### src/rtl/mastermind_game.sv
// mastermind_game -- board-level Mastermind controller.
//
// The player edits a 4-peg guess (colours 0..5) with the U/D/L/R buttons and
// submits it with S. Each submitted guess is scored peg-by-peg on four RGB
// LEDs, the current turn (0..7) is shown one-hot on the switch LEDs, and the
// guess (or the secret) is shown on a multiplexed 4-digit 7-segment display.
// Secrets come from a free-running 16-bit Fibonacci LFSR.
//
// Ports:
//   clk                 system clock, rising edge
//   rst_n               asynchronous active-low reset
//   sw                  1 = show secret on the display, 0 = show guess
//   btnS/btnR/btnL/btnU/btnD  debounced, synchronous push-buttons
//   seg[7:0]            active-low segments {dp,g,f,e,d,c,b,a}
//   an[3:0]             active-low digit enables, an[3] = peg 0
//   rgb0_out..rgb3_out  {R,G,B} feedback for pegs 0..3
//   sw_led[7:0]         turn indicator (one-hot / all on = win / off = lose)
module mastermind_game #(
  parameter logic [15:0] SEED         = 16'hACE1,
  parameter int          REFRESH_BITS = 17
) (
  input  logic       clk,
  input  logic       rst_n,
  input  logic       sw,
  input  logic       btnS,
  input  logic       btnR,
  input  logic       btnL,
  input  logic       btnU,
  input  logic       btnD,
  output logic [7:0] seg,
  output logic [3:0] an,
  output logic [2:0] rgb0_out,
  output logic [2:0] rgb1_out,
  output logic [2:0] rgb2_out,
  output logic [2:0] rgb3_out,
  output logic [7:0] sw_led
);

  typedef enum logic [1:0] {PLAY = 2'd0, WIN = 2'd1, LOSE = 2'd2} state_t;

  localparam logic [REFRESH_BITS-1:0] REFRESH_ONE = 1;

  // Fold a raw 3-bit LFSR field (0..7) onto the colour range 0..5.
  function automatic logic [2:0] mod6(input logic [2:0] v);
    return (v >= 3'd6) ? v - 3'd6 : v;
  endfunction

  // Peg k of a secret is taken from LFSR bits [3k+2:3k].
  function automatic logic [11:0] code_from(input logic [15:0] r);
    return {mod6(r[11:9]), mod6(r[8:6]), mod6(r[5:3]), mod6(r[2:0])};
  endfunction

  // Active-low {g,f,e,d,c,b,a} glyphs for the decimal digits 0..5.
  function automatic logic [6:0] glyph(input logic [2:0] v);
    case (v)
      3'd0:    return 7'h40;
      3'd1:    return 7'h79;
      3'd2:    return 7'h24;
      3'd3:    return 7'h30;
      3'd4:    return 7'h19;
      3'd5:    return 7'h12;
      default: return 7'h7F;
    endcase
  endfunction

  state_t                  state, state_next;
  logic [15:0]             lfsr;
  logic [REFRESH_BITS-1:0] refresh_cnt;
  logic [4:0]              btn_prev;
  logic [3:0][2:0]         guess;
  logic [3:0][2:0]         secret;
  logic [3:0][2:0]         rgb;
  logic [1:0]              cursor;
  logic [2:0]              turn;

  // ---------------- button edges and single-action priority ----------------
  logic [4:0] btns, rise;
  logic       act_s, act_l, act_r, act_u, act_d;

  assign btns  = {btnS, btnL, btnR, btnU, btnD};
  assign rise  = btns & ~btn_prev;
  assign act_s = rise[4];
  assign act_l = rise[3] & ~rise[4];
  assign act_r = rise[2] & ~|rise[4:3];
  assign act_u = rise[1] & ~|rise[4:2];
  assign act_d = rise[0] & ~|rise[4:1];

  // ---------------- scoring ----------------
  logic [3:0]      exact, present;
  logic [3:0][2:0] score;

  for (genvar gi = 0; gi < 4; gi++) begin : g_score
    assign exact[gi]   = (guess[gi] == secret[gi]);
    assign present[gi] = (guess[gi] == secret[0]) | (guess[gi] == secret[1]) |
                         (guess[gi] == secret[2]) | (guess[gi] == secret[3]);
    assign score[gi]   = exact[gi]   ? 3'b010 :
                         present[gi] ? 3'b110 : 3'b000;
  end

  // ---------------- game state machine ----------------
  always_ff @(posedge clk or negedge rst_n) begin
    if (!rst_n) state <= PLAY;
    else        state <= state_next;
  end

  always_comb begin
    state_next = state;
    case (state)
      PLAY: begin
        if (act_s) begin
          if (&exact)            state_next = WIN;
          else if (turn == 3'd7) state_next = LOSE;
        end
      end
      WIN, LOSE: if (act_s) state_next = PLAY;
      default:   state_next = PLAY;
    endcase
  end

  // ---------------- datapath ----------------
  always_ff @(posedge clk or negedge rst_n) begin
    if (!rst_n) begin
      lfsr        <= SEED;
      refresh_cnt <= '0;
      btn_prev    <= '0;
      guess       <= '0;
      secret      <= code_from(SEED);
      rgb         <= '0;
      cursor      <= 2'd0;
      turn        <= 3'd0;
    end else begin
      // x^16 + x^14 + x^13 + x^11 + 1, shifting towards the MSB
      lfsr        <= {lfsr[14:0], lfsr[15] ^ lfsr[13] ^ lfsr[12] ^ lfsr[10]};
      refresh_cnt <= refresh_cnt + REFRESH_ONE;
      btn_prev    <= btns;
      if (state == PLAY) begin
        if (act_s) begin
          rgb <= score;
          // On a winning or final turn the counter is left alone; sw_led
          // no longer shows it.
          if (!(&exact) && turn != 3'd7) turn <= turn + 3'd1;
        end else if (act_l) begin
          cursor <= cursor - 2'd1;   // 2-bit wrap gives 0 -> 3
        end else if (act_r) begin
          cursor <= cursor + 2'd1;   // 3 -> 0
        end else if (act_u) begin
          guess[cursor] <= (guess[cursor] == 3'd5) ? 3'd0 : guess[cursor] + 3'd1;
        end else if (act_d) begin
          guess[cursor] <= (guess[cursor] == 3'd0) ? 3'd5 : guess[cursor] - 3'd1;
        end
      end else if (act_s) begin
        // New game: the secret is drawn from the LFSR value of this cycle.
        secret <= code_from(lfsr);
        guess  <= '0;
        cursor <= 2'd0;
        turn   <= 3'd0;
        rgb    <= '0;
      end
    end
  end

  assign rgb0_out = rgb[0];
  assign rgb1_out = rgb[1];
  assign rgb2_out = rgb[2];
  assign rgb3_out = rgb[3];

  always_comb begin
    sw_led = 8'h00;
    case (state)
      PLAY:    sw_led = 8'd1 << turn;
      WIN:     sw_led = 8'hFF;
      default: sw_led = 8'h00;
    endcase
  end

  // ---------------- display multiplexing ----------------
  logic [1:0] digit;
  logic [2:0] shown;

  assign digit = refresh_cnt[REFRESH_BITS-1 -: 2];
  assign an    = ~(4'b1000 >> digit);
  assign shown = (sw || state == LOSE) ? secret[digit] : guess[digit];
  assign seg   = {~(state == PLAY && cursor == digit), glyph(shown)};

endmodule

### config.mk
export PLATFORM = sky130hd
export DESIGN_NAME = mastermind_game
export DESIGN_NICKNAME = d
export VERILOG_FILES = /design/src/rtl/mastermind_game.sv
export SDC_FILE = /design/constraint.sdc
export NUM_CORES = 1
export LEC_CHECK = 0
export CAP_MARGIN = 30
export CORE_MARGIN = 3
export CORE_UTILIZATION = 50
export DETAILED_ROUTE_END_ITERATION = 8
export GPL_TIMING_DRIVEN = 0
export PLACE_DENSITY = 0.79
export SYNTH_ARGS = -nofsm -noshare
export SYNTH_HDL_FRONTEND = slang
export SYNTH_SLANG_ARGS = --single-unit
export TNS_END_PERCENT = 10
### constraint.sdc
create_clock -name clk -period 2.9 [get_ports clk]
set_clock_uncertainty 0.2 [all_clocks]
set_input_delay 0.58 -clock clk [delete_from_list [all_inputs] [get_ports clk]]
set_output_delay 0.58 -clock clk [all_outputs]
set_load 0.03 [all_outputs]
==> run_results.csv <==
group,metric,value,unit
outcome,status,"finished, violations left",
outcome,failed_checks,"negative setup slack",
setup_path,setup.worst_path.end,"seg[6]",
clocking,worst_setup_hold_path_clk_slew,80,ps
routing,met2RoutedLength,4870,µm
setup_path,cp_startpoint_kind,"flip-flop",
synthesis,synth_cell_types,51,
sta,post_route_fraction_of_the_period_consumed_by_the_critical_path,102,%
setup_path,critPathMaxFanout,7,
routing,route.detailed.drc,0,
floorplan,die_w,99.9,µm
layout,antenna_cells_inserted,0,
sta,finalHoldWorstSlack,167,ps
synthesis,post_syn_area,0.00441,mm²
power,power-per-cell-area,936,mW/mm²
routing,drtPass1Iterations,4,
layout,layout-drive-gt1-share,24.2,%
run,maxCapViolations,0,
power,cellLeakagePower,2.35,nW
synthesis,synth.top_cells.by_area,"sky130_fd_sc_hd__dfrtp_1 (37%), sky130_fd_sc_hd__xnor2_1 (10%), sky130_fd_sc_hd__dfstp_2 (7.1%), sky130_fd_sc_hd__ha_1 (4.0%), sky130_fd_sc_hd__mux4_2 (3.6%)",
power,internal_power,2.84,mW
routing,wl_met3,462,µm
clocking,cts_root_buffer,"sky130_fd_sc_hd__clkbuf_8",
setup_path,critPathKind,"flip-flop to output port",
routing,routed_length_on_met1,4180,µm
worst_hold_path,min-delay-path-class,"flip-flop to flip-flop",
setup_path,worstSetupStartpoint,"guess[8]",
floorplan,row_count,33,
placement,buffers_added_on_ports,35,
floorplan,full_die_area,0.00999,mm²
synthesis,synth-edff-count,0,
clocking,clock-sinks,77,
clocking,clkLatencyLatePin,360,ps
global_routing,global_route_wire_length_before_repair,16200,µm
setup_path,ff2ff_setup_slack,210,ps
setup_path,worst-endpoint-required,2120,ps
floorplan,floorplan.die.height,99.9,µm
setup_path,worstSetupEndpointType,"output port",
routing,route.detailed.vias_per_inst,5.54,
routing,route.final.wire_length,9660,µm
routing,num_vias,3261,
worst_hold_path,holdPathStages,0,
synthesis,top_reg_cell_synth,"sky130_fd_sc_hd__dfrtp_1",
floorplan,core_region_area,0.00838,mm²
floorplan,ios,40,
clocking,cts_tree,"built",
power,power.switching_fraction,42.5,%
setup_path,reg2reg_launch_point,"state[1]",
placement,hpwlAfterDp,6830,µm
clocking,numCtsBuffers,9,
routing,mean_routed_wirelength_per_cell,16.4,µm
global_routing,number_of_global_route_vias_before_repair,3278,
sta,layout_setup_ws,-59.9,ps
setup_path,r2r-end,"guess[0]",
synthesis,yosysSeqAreaShare,44.0,%
synthesis,synth_warnings,0,
layout,fin_nets,501,
synthesis,syn_area_per_cell,10.2,µm²
synthesis,synth_seq_cells,77,
global_routing,antenna_violations_before_repair,0,
global_routing,grt_start_max_net_pins,61,
sta,rsz0062_at_grt,"true",
setup_path,worstPathArrival,2180,ps
sta,count_of_final_setup_violators,3,
synthesis,async_reset_ff_share,100,%
clocking,cts_max_path_buffers,2,
worst_hold_path,hold_start,"lfsr[14]",
synthesis,synth_top_area_share,36.9,%
power,power_frac_comb,53.4,%
power,total_switching_power,2.10,mW
sta,highest_clock_frequency_the_design_can_meet,338,MHz
synthesis,post_synth_inst_count,431,
sta,hold_viol_final,0,
sta,post-route-min-period,2960,ps
routing,ant_nets,0,
routing,starting_drt_drc_count,167,
clocking,cts_h_tree_depth,3,
power,power.total,4.93,mW
power,seqPwrFrac,28.1,%
power,vdd.ir_drop.worst,0.580,mV
placement,place.gp.congestion,0.926,
floorplan,initial_utilization,52.6,%
power,power_frac_clock,18.5,%
global_routing,grt_remaining_overflow,0,
routing,dr.max_layer_used,"met4",
synthesis,yosys.area.top_type,"sky130_fd_sc_hd__dfrtp_1",
global_routing,total_global_routing_track_utilization,20.6,%
sta,timing_worst_slew_pin_value,528,ps
setup_path,ff2ff_path_depth,9,
sta,slew_violations,0,
layout,area_delta_synth_final,19.5,%
sta,maxSlewHeadroom,64.5,%
## placed cells by master (no fill, tap or decap), drive strengths merged, types with 4 or more instances in the layout
| cell | n |
|---|---|
| nand2 | 18 |
| nand3 | 21 |
| nor3 | 4 |
| nor2b | 4 |
| ha | 14 |
| nor2 | 11 |
| or3 | 6 |
| nand3b | 8 |
| and3 | 8 |
| clkdlybuf4s50 | 17 |
| buf | 36 |
| clkbuf | 28 |
| o22ai | 8 |
| clkdlybuf4s15 | 4 |
| o21ai | 21 |
| dfstp | 12 |
| inv | 28 |
| a22o | 6 |
| mux2i | 8 |
| a31o | 4 |
| a21oi | 15 |
| mux4 | 7 |
| a21o | 9 |
| xnor2 | 52 |
| nand2b | 8 |
| mux2 | 6 |
| conb | 4 |
| or2 | 6 |
| dfrtp | 65 |
| a31oi | 6 |
| xor2 | 16 |
## final cells by class
| class | count | area, µm² |
|---|---|---|
| multi-input cells | 288 | 2250 |
| well taps | 105 | 131 |
| repair buffers | 43 | 398 |
| fillers | 656 | 3110 |
| clock inverters | 6 | 93.8 |
| plain buffers | 34 | 226 |
| flip-flops and latches | 77 | 1940 |
| clock buffers | 10 | 128 |
| inverters | 26 | 97.6 |
## sequential cells by signal (all words and copies together) (netlist names)
name	flops
cursor	2
refresh_cnt	17
rgb3_out	2
guess	12
rgb2_out	2
rgb1_out	2
turn	3
lfsr	16
rgb0_out	2
btn_prev	5
state	2
secret	12
## cell families (layout without fill, tap and decap cells)
logic type / Yosys count / count (layout) / synth area share, %
fa+ha+maj: 14 / 14 / 3.97
compound gates: 78 / 78 / 11.5
other cells: 1 / 4 / 0.0850
flops: 77 / 77 / 44.0
xor+xnor: 68 / 68 / 13.5
buf+inv: 69 / 119 / 7.12
mux: 21 / 21 / 6.92
simple gates: 103 / 103 / 12.9
## metrics by stage
step                utilization [%]  instance area (µm²)  instances  setup slack [ps]  TNS [ps]
CTS                            62.6                 5250        586             -43.4     -98.3
floorplan                         -                 4420        434             -79.5     -92.9
global placement               58.5                 4910        574             -1510   -114170
global route                   62.9                 5270        589              -127     -1050
detailed placement             58.8                 4930        575              -871     -9300
finish                         62.9                 5270        589             -59.9      -110
## layer usage
layer	vias up	GRT usage, %
met5	-	0
li1	1552	-
met2	85	34.6
met4	0	6.09
met3	13	4.73
met1	1611	26.8
## power by group through the flow
stage / combinational (mW) / clock, mW / sequential, mW
finish: 2.63 / 0.913 / 1.39
global route: 2.87 / 0.973 / 1.41
CTS: 2.62 / 0.928 / 1.38
detailed placement: 2.64 / 0 / 1.37
global placement: 2.57 / 0 / 1.36
floorplan: 1.80 / 0 / 1.44
## worst max-delay path, cell delays in order, from the launching register on
cell,delay (ps)
sky130_fd_sc_hd__dfrtp_1,370
sky130_fd_sc_hd__buf_2,190
sky130_fd_sc_hd__mux4_2,510
sky130_fd_sc_hd__mux2i_4,300
sky130_fd_sc_hd__buf_6,150
sky130_fd_sc_hd__xnor2_1,120
sky130_fd_sc_hd__buf_4,190
## synth_stat cells (all sizes together) (7+ instances only)
master,count
nand2b,8
clkbuf,20
a21o,9
nand3b,8
nand3,21
inv,26
o22ai,8
xor2,16
ha,14
mux4,7
nor2,11
dfrtp,65
nand2,18
xnor2,52
and3,8
dfstp,12
buf,23
o21ai,21
a21oi,15
mux2i,8
## how the worst min path moves through the flow
| stage | end | slack [ps] |
|---|---|---|
| after floorplan | btn_prev[0] | 80 |
| after global placement | lfsr[15] | 140 |
| after detailed placement | lfsr[15] | 160 |
| after CTS | lfsr[15] | 170 |
| after global routing | lfsr[15] | 180 |
| final | lfsr[15] | 170 |
## repair_timing
| action | CTS | global route |
|---|---|---|
| endpoints found under the hold margin | 14 | 0 |
| pin swaps | 5 | 3 |
| endpoints found under the setup margin | 17 | 23 |
| resized for setup | 90 | 21 |
| hold buffers | 1 | 0 |
| buffers inserted | 3 | 3 |
Note: power is estimated with default switching activity, not from simulation.
